==> config.mk <==
export PLATFORM = sky130hd
export DESIGN_NAME = wb_pipe_flat
export DESIGN_NICKNAME = d
export VERILOG_FILES = /design/src/rtl/wb_pipe_if.sv /design/src/rtl/wb_pipe.sv /design/src/flat_wrapper.sv
export SDC_FILE = /design/constraint.sdc
export NUM_CORES = 1
export LEC_CHECK = 0
export ABC_CLOCK_PERIOD_IN_PS = 3400
export CAP_MARGIN = 20
export CORE_AREA = 2 2 148 150
export CTS_BUF_LIST = sky130_fd_sc_hd__clkbuf_4
export DETAILED_ROUTE_END_ITERATION = 16
export DIE_AREA = 0 0 150 152
export GPL_TIMING_DRIVEN = 0
export HOLD_SLACK_MARGIN = 0.06
export SKIP_CTS_REPAIR_TIMING = 1
export SLEW_MARGIN = 0
export SYNTH_ARGS = -nofsm -noshare
export SYNTH_HDL_FRONTEND = slang
export SYNTH_SLANG_ARGS = --single-unit
==> constraint.sdc <==
create_clock -name clk -period 3.4 [get_ports clk]
set_input_delay 0.34 -clock clk [delete_from_list [all_inputs] [get_ports clk]]
set_output_delay 0.34 -clock clk [all_outputs]
set_load 0.02 [all_outputs]
==> src/rtl/wb_pipe_if.sv <==
// Bundle of the wb_pipe MEM-side handshake, load-return and register-file write signals.
// master = upstream MEM stage / test driver, slave = wb_pipe.
interface wb_pipe_if #(
    parameter int unsigned DW   = 32,
    parameter int unsigned RA_W = 5
) ();
    logic            in_valid;
    logic            in_ready;
    logic [DW-1:0]   pc;
    logic [31:0]     ir;
    logic [DW-1:0]   y;
    logic            mem_rvalid;
    logic [DW-1:0]   mem_rdata;
    logic            rf_we;
    logic [RA_W-1:0] rf_w_addr;
    logic [DW-1:0]   rf_w_data;
    logic [31:0]     ir_next;
    logic            busy;
    logic            mem_err;

    modport master (
        output in_valid, pc, ir, y, mem_rvalid, mem_rdata,
        input  in_ready, rf_we, rf_w_addr, rf_w_data, ir_next, busy, mem_err
    );

    modport slave (
        input  in_valid, pc, ir, y, mem_rvalid, mem_rdata,
        output in_ready, rf_we, rf_w_addr, rf_w_data, ir_next, busy, mem_err
    );
endinterface

==> src/rtl/wb_pipe.sv <==
// Beta write-back stage: holds one retiring instruction, waits for late load data, selects the
// register-file write source. Define WB_RETIRE_CNT_EN to add the retire_cnt output.
module wb_pipe #(
    parameter int unsigned DW       = 32,
    parameter int unsigned RA_W     = 5,
    parameter int unsigned ZERO_REG = 31,
    parameter int unsigned MAX_WAIT = 16
) (
    input logic      clk,
    input logic      rst_n,
    wb_pipe_if.slave bus
`ifdef WB_RETIRE_CNT_EN
    ,
    output logic [31:0] retire_cnt
`endif
);
    localparam int unsigned CW = $clog2(MAX_WAIT + 1);

    localparam logic [1:0] StEmpty   = 2'd0;
    localparam logic [1:0] StActive  = 2'd1;
    localparam logic [1:0] StWaitMem = 2'd2;
    localparam logic [1:0] StErr     = 2'd3;

    logic [1:0]      state_q, state_d;
    logic [DW-1:0]   pc_q, y_q;
    logic [31:0]     ir_q;
    logic [CW-1:0]   wait_cnt_q, wait_cnt_d;
    logic [5:0]      op;
    logic [RA_W-1:0] rc;
    logic            is_alu, is_ld, is_link, writes;
    logic            complete, in_ready, accept;

    assign op = ir_q[31:26];
    assign rc = ir_q[21+RA_W-1:21];

    always_comb begin
        is_alu  = op[5];
        is_ld   = (op == 6'b011000) || (op == 6'b011111);
        is_link = (op == 6'b011011) || (op == 6'b011100) || (op == 6'b011101);
        writes  = is_alu || is_ld || is_link;
    end

    // Everything is gated by rst_n so nothing retires or is accepted while reset is held.
    assign complete = rst_n && (((state_q == StActive) && (!is_ld || bus.mem_rvalid)) ||
                                ((state_q == StWaitMem) && bus.mem_rvalid));
    assign in_ready = rst_n && ((state_q == StEmpty) || complete);
    assign accept   = bus.in_valid && in_ready;

    assign bus.in_ready  = in_ready;
    assign bus.rf_we     = complete && writes && (rc != RA_W'(ZERO_REG));
    assign bus.rf_w_addr = rc;
    assign bus.ir_next   = ir_q;
    assign bus.busy      = (state_q != StEmpty);
    assign bus.mem_err   = (state_q == StErr);

    always_comb begin
        bus.rf_w_data = '0;
        if (bus.rf_we) begin
            if (is_alu)     bus.rf_w_data = y_q;
            else if (is_ld) bus.rf_w_data = bus.mem_rdata;
            else            bus.rf_w_data = pc_q;
        end
    end

    always_comb begin
        state_d    = state_q;
        wait_cnt_d = wait_cnt_q;
        case (state_q)
            StEmpty: begin
                if (accept) state_d = StActive;
            end
            StActive, StWaitMem: begin
                if (complete) begin
                    state_d    = accept ? StActive : StEmpty;
                    wait_cnt_d = '0;
                end else if (state_q == StActive) begin
                    state_d    = StWaitMem;
                    wait_cnt_d = CW'(1);
                end else if (wait_cnt_q == CW'(MAX_WAIT)) begin
                    state_d = StErr;
                end else begin
                    wait_cnt_d = wait_cnt_q + CW'(1);
                end
            end
            default: state_d = StErr;
        endcase
    end

    always_ff @(posedge clk) begin
        if (!rst_n) begin
            state_q    <= StEmpty;
            wait_cnt_q <= '0;
            pc_q       <= '0;
            ir_q       <= '0;
            y_q        <= '0;
        end else begin
            state_q    <= state_d;
            wait_cnt_q <= wait_cnt_d;
            if (accept) begin
                pc_q <= bus.pc;
                ir_q <= bus.ir;
                y_q  <= bus.y;
            end
        end
    end

`ifdef WB_RETIRE_CNT_EN
    logic [31:0] retire_cnt_q;

    always_ff @(posedge clk) begin
        if (!rst_n)        retire_cnt_q <= '0;
        else if (complete) retire_cnt_q <= retire_cnt_q + 32'd1;
    end

    assign retire_cnt = retire_cnt_q;
`endif
endmodule
==> src/flat_wrapper.sv <==
// flat-port wrapper written by rule: the top's interface ports become plain ports
module wb_pipe_flat 
#(
    parameter int unsigned DW       = 32,
    parameter int unsigned RA_W     = 5,
    parameter int unsigned ZERO_REG = 31,
    parameter int unsigned MAX_WAIT = 16
)
  (clk, rst_n, bus_in_valid, bus_pc, bus_ir, bus_y, bus_mem_rvalid, bus_mem_rdata, bus_in_ready, bus_rf_we, bus_rf_w_addr, bus_rf_w_data, bus_ir_next, bus_busy, bus_mem_err);
  wb_pipe_if #(.DW(DW), .RA_W(RA_W)) bus_i ();
  input logic clk;
  input logic rst_n;
  input wire logic [$bits(bus_i.in_valid)-1:0] bus_in_valid;
  input wire logic [$bits(bus_i.pc)-1:0] bus_pc;
  input wire logic [$bits(bus_i.ir)-1:0] bus_ir;
  input wire logic [$bits(bus_i.y)-1:0] bus_y;
  input wire logic [$bits(bus_i.mem_rvalid)-1:0] bus_mem_rvalid;
  input wire logic [$bits(bus_i.mem_rdata)-1:0] bus_mem_rdata;
  output wire logic [$bits(bus_i.in_ready)-1:0] bus_in_ready;
  output wire logic [$bits(bus_i.rf_we)-1:0] bus_rf_we;
  output wire logic [$bits(bus_i.rf_w_addr)-1:0] bus_rf_w_addr;
  output wire logic [$bits(bus_i.rf_w_data)-1:0] bus_rf_w_data;
  output wire logic [$bits(bus_i.ir_next)-1:0] bus_ir_next;
  output wire logic [$bits(bus_i.busy)-1:0] bus_busy;
  output wire logic [$bits(bus_i.mem_err)-1:0] bus_mem_err;
  assign bus_i.in_valid = bus_in_valid;
  assign bus_i.pc = bus_pc;
  assign bus_i.ir = bus_ir;
  assign bus_i.y = bus_y;
  assign bus_i.mem_rvalid = bus_mem_rvalid;
  assign bus_i.mem_rdata = bus_mem_rdata;
  assign bus_in_ready = bus_i.in_ready;
  assign bus_rf_we = bus_i.rf_we;
  assign bus_rf_w_addr = bus_i.rf_w_addr;
  assign bus_rf_w_data = bus_i.rf_w_data;
  assign bus_ir_next = bus_i.ir_next;
  assign bus_busy = bus_i.busy;
  assign bus_mem_err = bus_i.mem_err;
  wb_pipe #(.DW(DW), .RA_W(RA_W), .ZERO_REG(ZERO_REG), .MAX_WAIT(MAX_WAIT)) u_core (.clk(clk), .rst_n(rst_n), .bus(bus_i));
endmodule
==> results of run 1 <==
[report_power, final]
part           switching [uW]  total (uW)  internal [uW]
Clock                     440         733            293
Sequential                159        1630           1470
Combinational             753        1490            736
[cell families (layout without fill, tap and decap cells)]
kind of cell	Yosys count	count (layout)	synth area share [%]
flip-flops	103	103	39.4
AND/OR/NAND/NOR	155	155	12.3
buffers and inverters	149	368	13.7
XOR/XNOR	1	1	0.167
adder cells (fa/ha/maj)	6	6	1.43
multiplexers	128	128	24.5
other	0	2	0
AO/OA/AOI/OAI	60	60	8.53
[metrics by stage]
step	hold slack, ns	setup WS (ns)
2_1_floorplan	0.437	1.24
4_1_cts	0.267	-0.205
3_3_place_gp	0.444	-0.0673
3_5_place_dp	0.451	-0.0957
5_1_grt	0.311	0.00314
6_report	0.325	0.214
[placed cells by master, fill, tap and decap left out, types with 2 or more instances in the layout]
cell,instances
sky130_fd_sc_hd__clkdlybuf4s50_1,193
sky130_fd_sc_hd__dlymetal6s2s_1,10
sky130_fd_sc_hd__bufinv_16,2
sky130_fd_sc_hd__clkbuf_1,17
sky130_fd_sc_hd__buf_12,3
sky130_fd_sc_hd__o211ai_1,4
sky130_fd_sc_hd__nor2_1,37
sky130_fd_sc_hd__a211oi_1,31
sky130_fd_sc_hd__o21a_1,2
sky130_fd_sc_hd__dfxtp_1,103
sky130_fd_sc_hd__inv_1,107
sky130_fd_sc_hd__nor2b_1,2
sky130_fd_sc_hd__a31oi_1,3
sky130_fd_sc_hd__a21oi_1,2
sky130_fd_sc_hd__clkbuf_2,4
sky130_fd_sc_hd__o21ai_0,5
sky130_fd_sc_hd__nand2_1,98
sky130_fd_sc_hd__buf_8,5
sky130_fd_sc_hd__mux2i_1,128
sky130_fd_sc_hd__ha_1,6
sky130_fd_sc_hd__a211oi_2,2
sky130_fd_sc_hd__diode_2,2
sky130_fd_sc_hd__clkbuf_4,9
sky130_fd_sc_hd__and3_1,3
sky130_fd_sc_hd__buf_4,12
sky130_fd_sc_hd__nand3_1,7
sky130_fd_sc_hd__clkinv_2,2
[registers in the layout, summed over array words and instances, names as in the netlist]
| signal | cells |
|---|---|
| u_core.pc_q | 32 |
| u_core.bus.ir_next | 32 |
| u_core.y_q | 32 |
| u_core.state_q | 2 |
| u_core.wait_cnt_q | 5 |
[area by class of cell]
class | instances | share of cell area (%)
clock buffers | 9 | 0.864
inverters | 107 | 5.13
multi-input cells | 350 | 31.5
diodes | 2 | 0.0640
repair buffers | 204 | 26.4
well taps | 280 | 4.48
flip-flops and latches | 103 | 26.4
plain buffers | 42 | 4.06
clock inverters | 6 | 1.10
[per-layer routing]
metal / vias to the layer above / track usage, % / part of all wire, %
li1: 2385 / - / -
met2: 102 / 24.4 / 49
met1: 2128 / 18.0 / 45
met5: - / 0 / 0
met4: 0 / 4.58 / 1.7
met3: 19 / 3.00 / 4.5
[worst reg2reg max path, cell delays in order, from the launching register on]
cell and delay (ns):
sky130_fd_sc_hd__dfxtp_1 0.42, sky130_fd_sc_hd__inv_1 0.08, sky130_fd_sc_hd__ha_1 0.23, sky130_fd_sc_hd__a21o_1 0.27
sky130_fd_sc_hd__o2111ai_1 0.22, sky130_fd_sc_hd__buf_4 0.20, sky130_fd_sc_hd__buf_8 0.18, sky130_fd_sc_hd__buf_8 0.18
sky130_fd_sc_hd__mux2i_1 0.21
[worst paths after layout]
kind	start	endpoint	depth (start not counted)
setup reg to reg	u_core.state_q[0]	u_core.y_q[7]	8
hold / removal	rst_n	u_core.wait_cnt_q[1]	3
setup / recovery	u_core.state_q[0]	bus_rf_we	8
hold reg to reg	u_core.pc_q[19]	u_core.pc_q[19]	2
[synthesized netlist by cell type, types with 2 or more instances]
cell type and n:
sky130_fd_sc_hd__buf_8 5, sky130_fd_sc_hd__o21a_1 2, sky130_fd_sc_hd__o21ai_0 5, sky130_fd_sc_hd__ha_1 6
sky130_fd_sc_hd__mux2i_1 128, sky130_fd_sc_hd__a31oi_1 3, sky130_fd_sc_hd__a21oi_1 2, sky130_fd_sc_hd__nand3_1 7
sky130_fd_sc_hd__buf_4 11, sky130_fd_sc_hd__clkbuf_1 21, sky130_fd_sc_hd__inv_1 107, sky130_fd_sc_hd__nor2_1 37
sky130_fd_sc_hd__and3_1 3, sky130_fd_sc_hd__a211oi_1 33, sky130_fd_sc_hd__dfxtp_1 103, sky130_fd_sc_hd__nor2b_1 2
sky130_fd_sc_hd__nand2_1 98, sky130_fd_sc_hd__buf_12 3, sky130_fd_sc_hd__o211ai_1 4
==> flow_summary.rst, run 1 <==
.. list-table::
   :header-rows: 1

   * - Metric
     - Value
   * - Outcome
     - finished clean
   * - Buf/Inv on CP
     - 5
   * - DRC violations left
     - 0
   * - Die ar.
     - about 23000 um^2
   * - Overall power
     - around 3900 uW
   * - Proportion of synthesized flip-flops having asynchronous set or reset
     - 0%
   * - Area of combinational cells with multiple inputs
     - 2470 um^2
   * - Clock insertion delay at the later pin of the skew report
     - about 0.5 ns
   * - Endpoint type of the worst setup path
     - primary output
   * - Number of maximum-capacitance violations
     - 0
   * - Sum of overflow across all layers after global routing
     - 0
   * - Maximum level of the CTS H-tree
     - 3
   * - Final non-filler cell total
     - roughly 1100
   * - Cell family contributing the most delay on the critical path
     - buffers and inverters
   * - Worst-path maximum fanout
     - 10
   * - Number of buffers added on ports
     - between 200 and 250
   * - Max-slew headroom at the worst pin
     - between 50% and 60%
   * - Period utilisation layout
     - approximately 94%
   * - Post-DP Area
     - 7620 um^2
   * - Final instance area
     - 7820 um^2
   * - Detailed-router iteration count before antenna repair
     - 4
   * - Synthesized area divided by synthesized cell count
     - between 8 and 9 um^2
   * - Number of clock sinks seen by CTS
     - 103
   * - Post-Synthesis Cells
     - about 600
   * - Sequential cell area
     - roughly 2100 um^2
   * - RSZ-0062 raised after global routing
     - no
   * - Total via count in the routed design
     - approximately 4600
   * - Number of nets produced by synthesis
     - between 700 and 800
   * - Post-synthesis cell type with the largest combined area
     - sky130_fd_sc_hd__dfxtp_1
   * - CP startpoint kind
     - flip-flop
   * - Total instance count after detailed placement
     - 1085
   * - Number of clock buffers inserted by TritonCTS
     - 9
   * - Count of flip-flops with a built-in enable after synthesis
     - 0
   * - Most area-consuming cells after synthesis
     - sky130_fd_sc_hd__dfxtp_1 (39%), sky130_fd_sc_hd__mux2i_1 (24%), sky130_fd_sc_hd__inv_1 (7.7%)
   * - Register-to-register path setup slack
     - about 1.4 ns
   * - CTS root buf
     - sky130_fd_sc_hd__clkbuf_4
   * - Routed wire per std cell
     - 14.5 um
   * - Post-route ant nets
     - 0
   * - Maximum vdd ir drop
     - 0.000157 V
   * - Pleak
     - 0.00385 uW
   * - Clock Pin Slew Worst Setup and Hold Paths
     - 0.16 ns
   * - CTS tree
     - built
   * - PD cells
     - about 500 nW/um^2
   * - Number of standard-cell rows in the floorplan
     - between 50 and 60
   * - Req. time, crit path
     - around 3.1 ns
   * - Number of flip-flops and latches in the synthesized netlist
     - just over 100
   * - Distinct cell type count after synthesis
     - 41
   * - Global router's overall resource usage
     - about 14%
   * - Share of final-layout standard cells stronger than drive strength 1
     - between 5 and 6%
   * - Most numerous cell on the critical path
     - sky130_fd_sc_hd__inv_1
   * - CP peak stage delay
     - between 0.5 and 0.6 ns
   * - Critical path cell sequence
     - inv_1, ha_1, a21o_1, nand4_1, buf_4, clkbuf_1, inv_1, clkdlybuf4s50_1
   * - Min-Delay Path Class
     - input pin to flip-flop
   * - Synth Warn #
     - 0
   * - Fraction of post-synthesis cell area in the top cell type by area
     - 39.4%
   * - First-pass GRT wire length
     - 25.4 mm
   * - Final RePlAce weighted congestion
     - around 0.80
   * - NumNets Final
     - between 900 and 1000
   * - I/O Pins
     - just over 200
   * - Total detailed-routing wirelength
     - between 15 and 20 mm
   * - Combined area of all synthesized cells
     - approximately 5200 um^2
   * - Final worst path period need
     - roughly 3.2 ns
   * - Max Transition Viols Final
     - 0
   * - Layout fillers
     - roughly 2300
   * - Final Skew
     - between 0.02 and 0.03 ns
   * - Signal arrival time at the worst endpoint
     - 2.85 ns
   * - Initial cell density of the core
     - 24.5%
   * - Seq/Total Area, Yosys
     - between 30 and 40%
   * - Finish-stage setup viols
     - 0
   * - Maximum number of pins on one net before global-route repair
     - 17
   * - Initial antenna violation count
     - 2
   * - Synth-to-layout area growth
     - 49.5%
   * - Horizontal die dimension
     - 150 um
   * - Slew at the pin with the worst max-slew slack
     - 0.644 ns
   * - Bufs on Longest Clock Path
     - 2
   * - Accumulated negative setup slack
     - 0 ns
   * - DP HPWL
     - approximately 12 mm
   * - Critical path class
     - flip-flop to primary output
   * - Fraction of the core area covered by cells at the end of the flow
     - 36.6%
   * - Die Span Y
     - 152 um
   * - Final hold viol count
     - 0
   * - Slowest-stage cell, CP
     - sky130_fd_sc_hd__clkdlybuf4s50_1
   * - Maximum frequency from static timing analysis
     - 314 MHz
   * - Via density per instance
     - around 4.2
   * - Initial drt markers
     - ~130
   * - Top_reg_cell synth
     - sky130_fd_sc_hd__dfxtp_1
   * - Vias in the first global route
     - between 4000 and 5000
   * - Floorplan core area
     - about 21000 um^2
No activity file was read; power rests on OpenSTA's default activity.
==> run 2, diff against run 1 <==
--- a/config.mk
+++ b/config.mk
@@ -13,6 +13,7 @@
 export DIE_AREA = 0 0 150 152
 export GPL_TIMING_DRIVEN = 0
 export HOLD_SLACK_MARGIN = 0.06
+export SETUP_SLACK_MARGIN = 0.02
 export SKIP_CTS_REPAIR_TIMING = 1
 export SLEW_MARGIN = 0
 export SYNTH_ARGS = -nofsm -noshare
==> flow_summary.rst, run 2 (synthesis results as in run 1) <==
.. list-table::
   :header-rows: 1

   * - Metric
     - Value
   * - Maximum number of pins on one net before global-route repair
     - 17 (unchanged)
   * - Max Transition Viols Final
     - 0 (unchanged)
   * - Number of clock buffers inserted by TritonCTS
     - 9 (unchanged)
   * - DP HPWL
     - 12.5 mm (unchanged)
   * - Final RePlAce weighted congestion
     - 0.803 (unchanged)
   * - Clock insertion delay at the later pin of the skew report
     - 0.49 ns (about the same)
   * - Finish-stage setup viols
     - 0 (unchanged)
   * - Sequential cell area
     - 2060 um^2 (unchanged)
   * - Final non-filler cell total
     - 1103 (unchanged)
   * - Signal arrival time at the worst endpoint
     - 2.81 ns (-0.04 ns)
   * - Maximum frequency from static timing analysis
     - 317 MHz (+0.98%)
   * - Initial drt markers
     - 125 (unchanged)
   * - Number of clock sinks seen by CTS
     - 103 (unchanged)
   * - Worst-path maximum fanout
     - 10 (unchanged)
   * - Slowest-stage cell, CP
     - sky130_fd_sc_hd__clkdlybuf4s50_1
   * - DRC violations left
     - 0 (unchanged)
   * - Number of buffers added on ports
     - 203 (unchanged)
   * - Maximum level of the CTS H-tree
     - 3 (unchanged)
   * - Sum of overflow across all layers after global routing
     - 0 (unchanged)
   * - Outcome
     - finished clean
   * - Maximum vdd ir drop
     - 0.000157 V (unchanged)
   * - PD cells
     - 492 nW/um^2 (about the same)
   * - Slew at the pin with the worst max-slew slack
     - 0.644 ns (unchanged)
   * - Worst setup slack after placement
     - -0.0957 ns (unchanged)
   * - Horizontal die dimension
     - 150 um (unchanged)
   * - Global router's overall resource usage
     - 14.3% (unchanged)
   * - Initial cell density of the core
     - 24.5% (unchanged)
   * - Via density per instance
     - 4.20 (unchanged)
   * - Endpoint type of the worst setup path
     - primary output
   * - RSZ-0062 raised after global routing
     - no
   * - Number of standard-cell rows in the floorplan
     - 54 (unchanged)
   * - Detailed-router iteration count before antenna repair
     - 4 (unchanged)
   * - Number of maximum-capacitance violations
     - 0 (unchanged)
   * - NumNets Final
     - 955 (unchanged)
   * - Total instance count after detailed placement
     - 1085 (unchanged)
   * - Buf/Inv on CP
     - 4 (-1)
   * - CP peak stage delay
     - 0.65 ns (+0.09 ns)
   * - Critical path class
     - flip-flop to primary output
   * - Req. time, crit path
     - 3.06 ns (about the same)
   * - Synth-to-layout area growth
     - 49.5% (about the same)
   * - Min-Delay Path Class
     - input pin to flip-flop
   * - Critical path cell sequence
     - inv_1, ha_1, a21o_1, nand4_1, buf_4, clkbuf_2, a211oi_1, clkdlybuf4s50_1
   * - First-pass GRT wire length
     - 25.4 mm (unchanged)
   * - Post-route ant nets
     - 0 (unchanged)
   * - Clock Pin Slew Worst Setup and Hold Paths
     - 0.16 ns (about the same)
   * - Final Skew
     - 0.0255 ns (unchanged)
   * - Post-Route Hold Slack
     - 0.325 ns (unchanged)
   * - Routed wire per std cell
     - 14.5 um (about the same)
   * - Layout fillers
     - 2256 (-0.089%)
   * - CTS tree
     - built
   * - Fraction of the core area covered by cells at the end of the flow
     - 36.7% (about the same)
   * - Period utilisation layout
     - 92.8% (-0.91 points)
   * - Most frequent standard cell in the layout excluding fill and tap cells
     - sky130_fd_sc_hd__clkdlybuf4s50_1
   * - Floorplan core area
     - 21400 um^2 (unchanged)
   * - Pleak
     - 0.00387 uW (+0.55%)
   * - Setup slack of the critical path after layout
     - 0.245 ns (+0.0310 ns)
   * - Share of final-layout standard cells stronger than drive strength 1
     - 5.97% (+0.12 points)
   * - CP startpoint kind
     - flip-flop
   * - Leading cell types in the layout, fill and taps excluded
     - sky130_fd_sc_hd__clkdlybuf4s50_1 (192), sky130_fd_sc_hd__mux2i_1 (128), sky130_fd_sc_hd__inv_1 (107)
   * - Total via count in the routed design
     - 4634 (unchanged)
   * - Final worst path period need
     - 3.15 ns (-0.0310 ns)
   * - Max-slew headroom at the worst pin
     - 57.0% (unchanged)
   * - Final hold viol count
     - 0 (unchanged)
   * - Die Span Y
     - 152 um (unchanged)
   * - CTS root buf
     - sky130_fd_sc_hd__clkbuf_4
   * - Bufs on Longest Clock Path
     - 2 (unchanged)
   * - Total detailed-routing wirelength
     - 16.0 mm (about the same)
   * - Die ar.
     - 22800 um^2 (unchanged)
   * - Initial antenna violation count
     - 2 (unchanged)
   * - Accumulated negative setup slack
     - 0 ns (unchanged)
   * - Cell family contributing the most delay on the critical path
     - buffers and inverters
   * - Vias in the first global route
     - 4711 (unchanged)
   * - Area of combinational cells with multiple inputs
     - 2470 um^2 (unchanged)
   * - I/O Pins
     - 205 (unchanged)
run 2: cell types whose count changed in the layout (fill, tap and decap cells not counted), sizes merged:
cell and change:
clkdlybuf4s50 -1, dlymetal6s2s +1
run 2: power by group:
group / total, uW / leakage (uW) / switching [uW] / internal [uW]
combinational: 1490 / 0.00294 / 753 / 736
sequential: 1630 / 0.000848 / 159 / 1470
clock: 733 / 0.0000818 / 440 / 293
run 2: tightest hold or removal path, stage by stage:
cell and delay, ns:
sky130_fd_sc_hd__buf_2 0.15, sky130_fd_sc_hd__o211ai_1 0.18, sky130_fd_sc_hd__o21ai_0 0.10
run 2: final timing paths:
| kind | cells after the start | to | slack (ns) | startpoint |
|---|---|---|---|---|
| setup / recovery | 8 | bus_rf_w_data[13] | 0.25 | u_core.state_q[1] |
| hold / removal | 3 | u_core.wait_cnt_q[1] | 0.32 | rst_n |
| setup reg to reg | 8 | u_core.y_q[7] | 1.35 | u_core.state_q[0] |
| hold reg to reg | 2 | u_core.pc_q[19] | 0.47 | u_core.pc_q[19] |
run 2: through the flow:
stage               total power (uW)  area (um^2)
finish                          3850         7830
floorplan                       2550         5230
global route                    4110         7820
detailed placement              3160         7620
CTS                             3910         7770
global placement                3140         7620
run 2: final cells by class:
type                            instances  share of cell area [%]
Tap cell                              280                    4.48
Antenna cell                            2                  0.0639
Clock inverter                          6                    1.10
Inverter                              107                    5.13
Timing Repair Buffer                  204                    26.4
Sequential cell                       103                    26.3
Buffer                                 42                    4.08
Clock buffer                            9                   0.863
Multi-Input combinational cell        350                    31.5
run 2: layer usage:
layer	global-route usage [%]	up-vias	routed length (um)
li1	-	2385	-
met2	24.4	102	7840
met4	4.58	0	266
met3	3.00	19	727
met5	0	-	0
met1	18.0	2128	7190
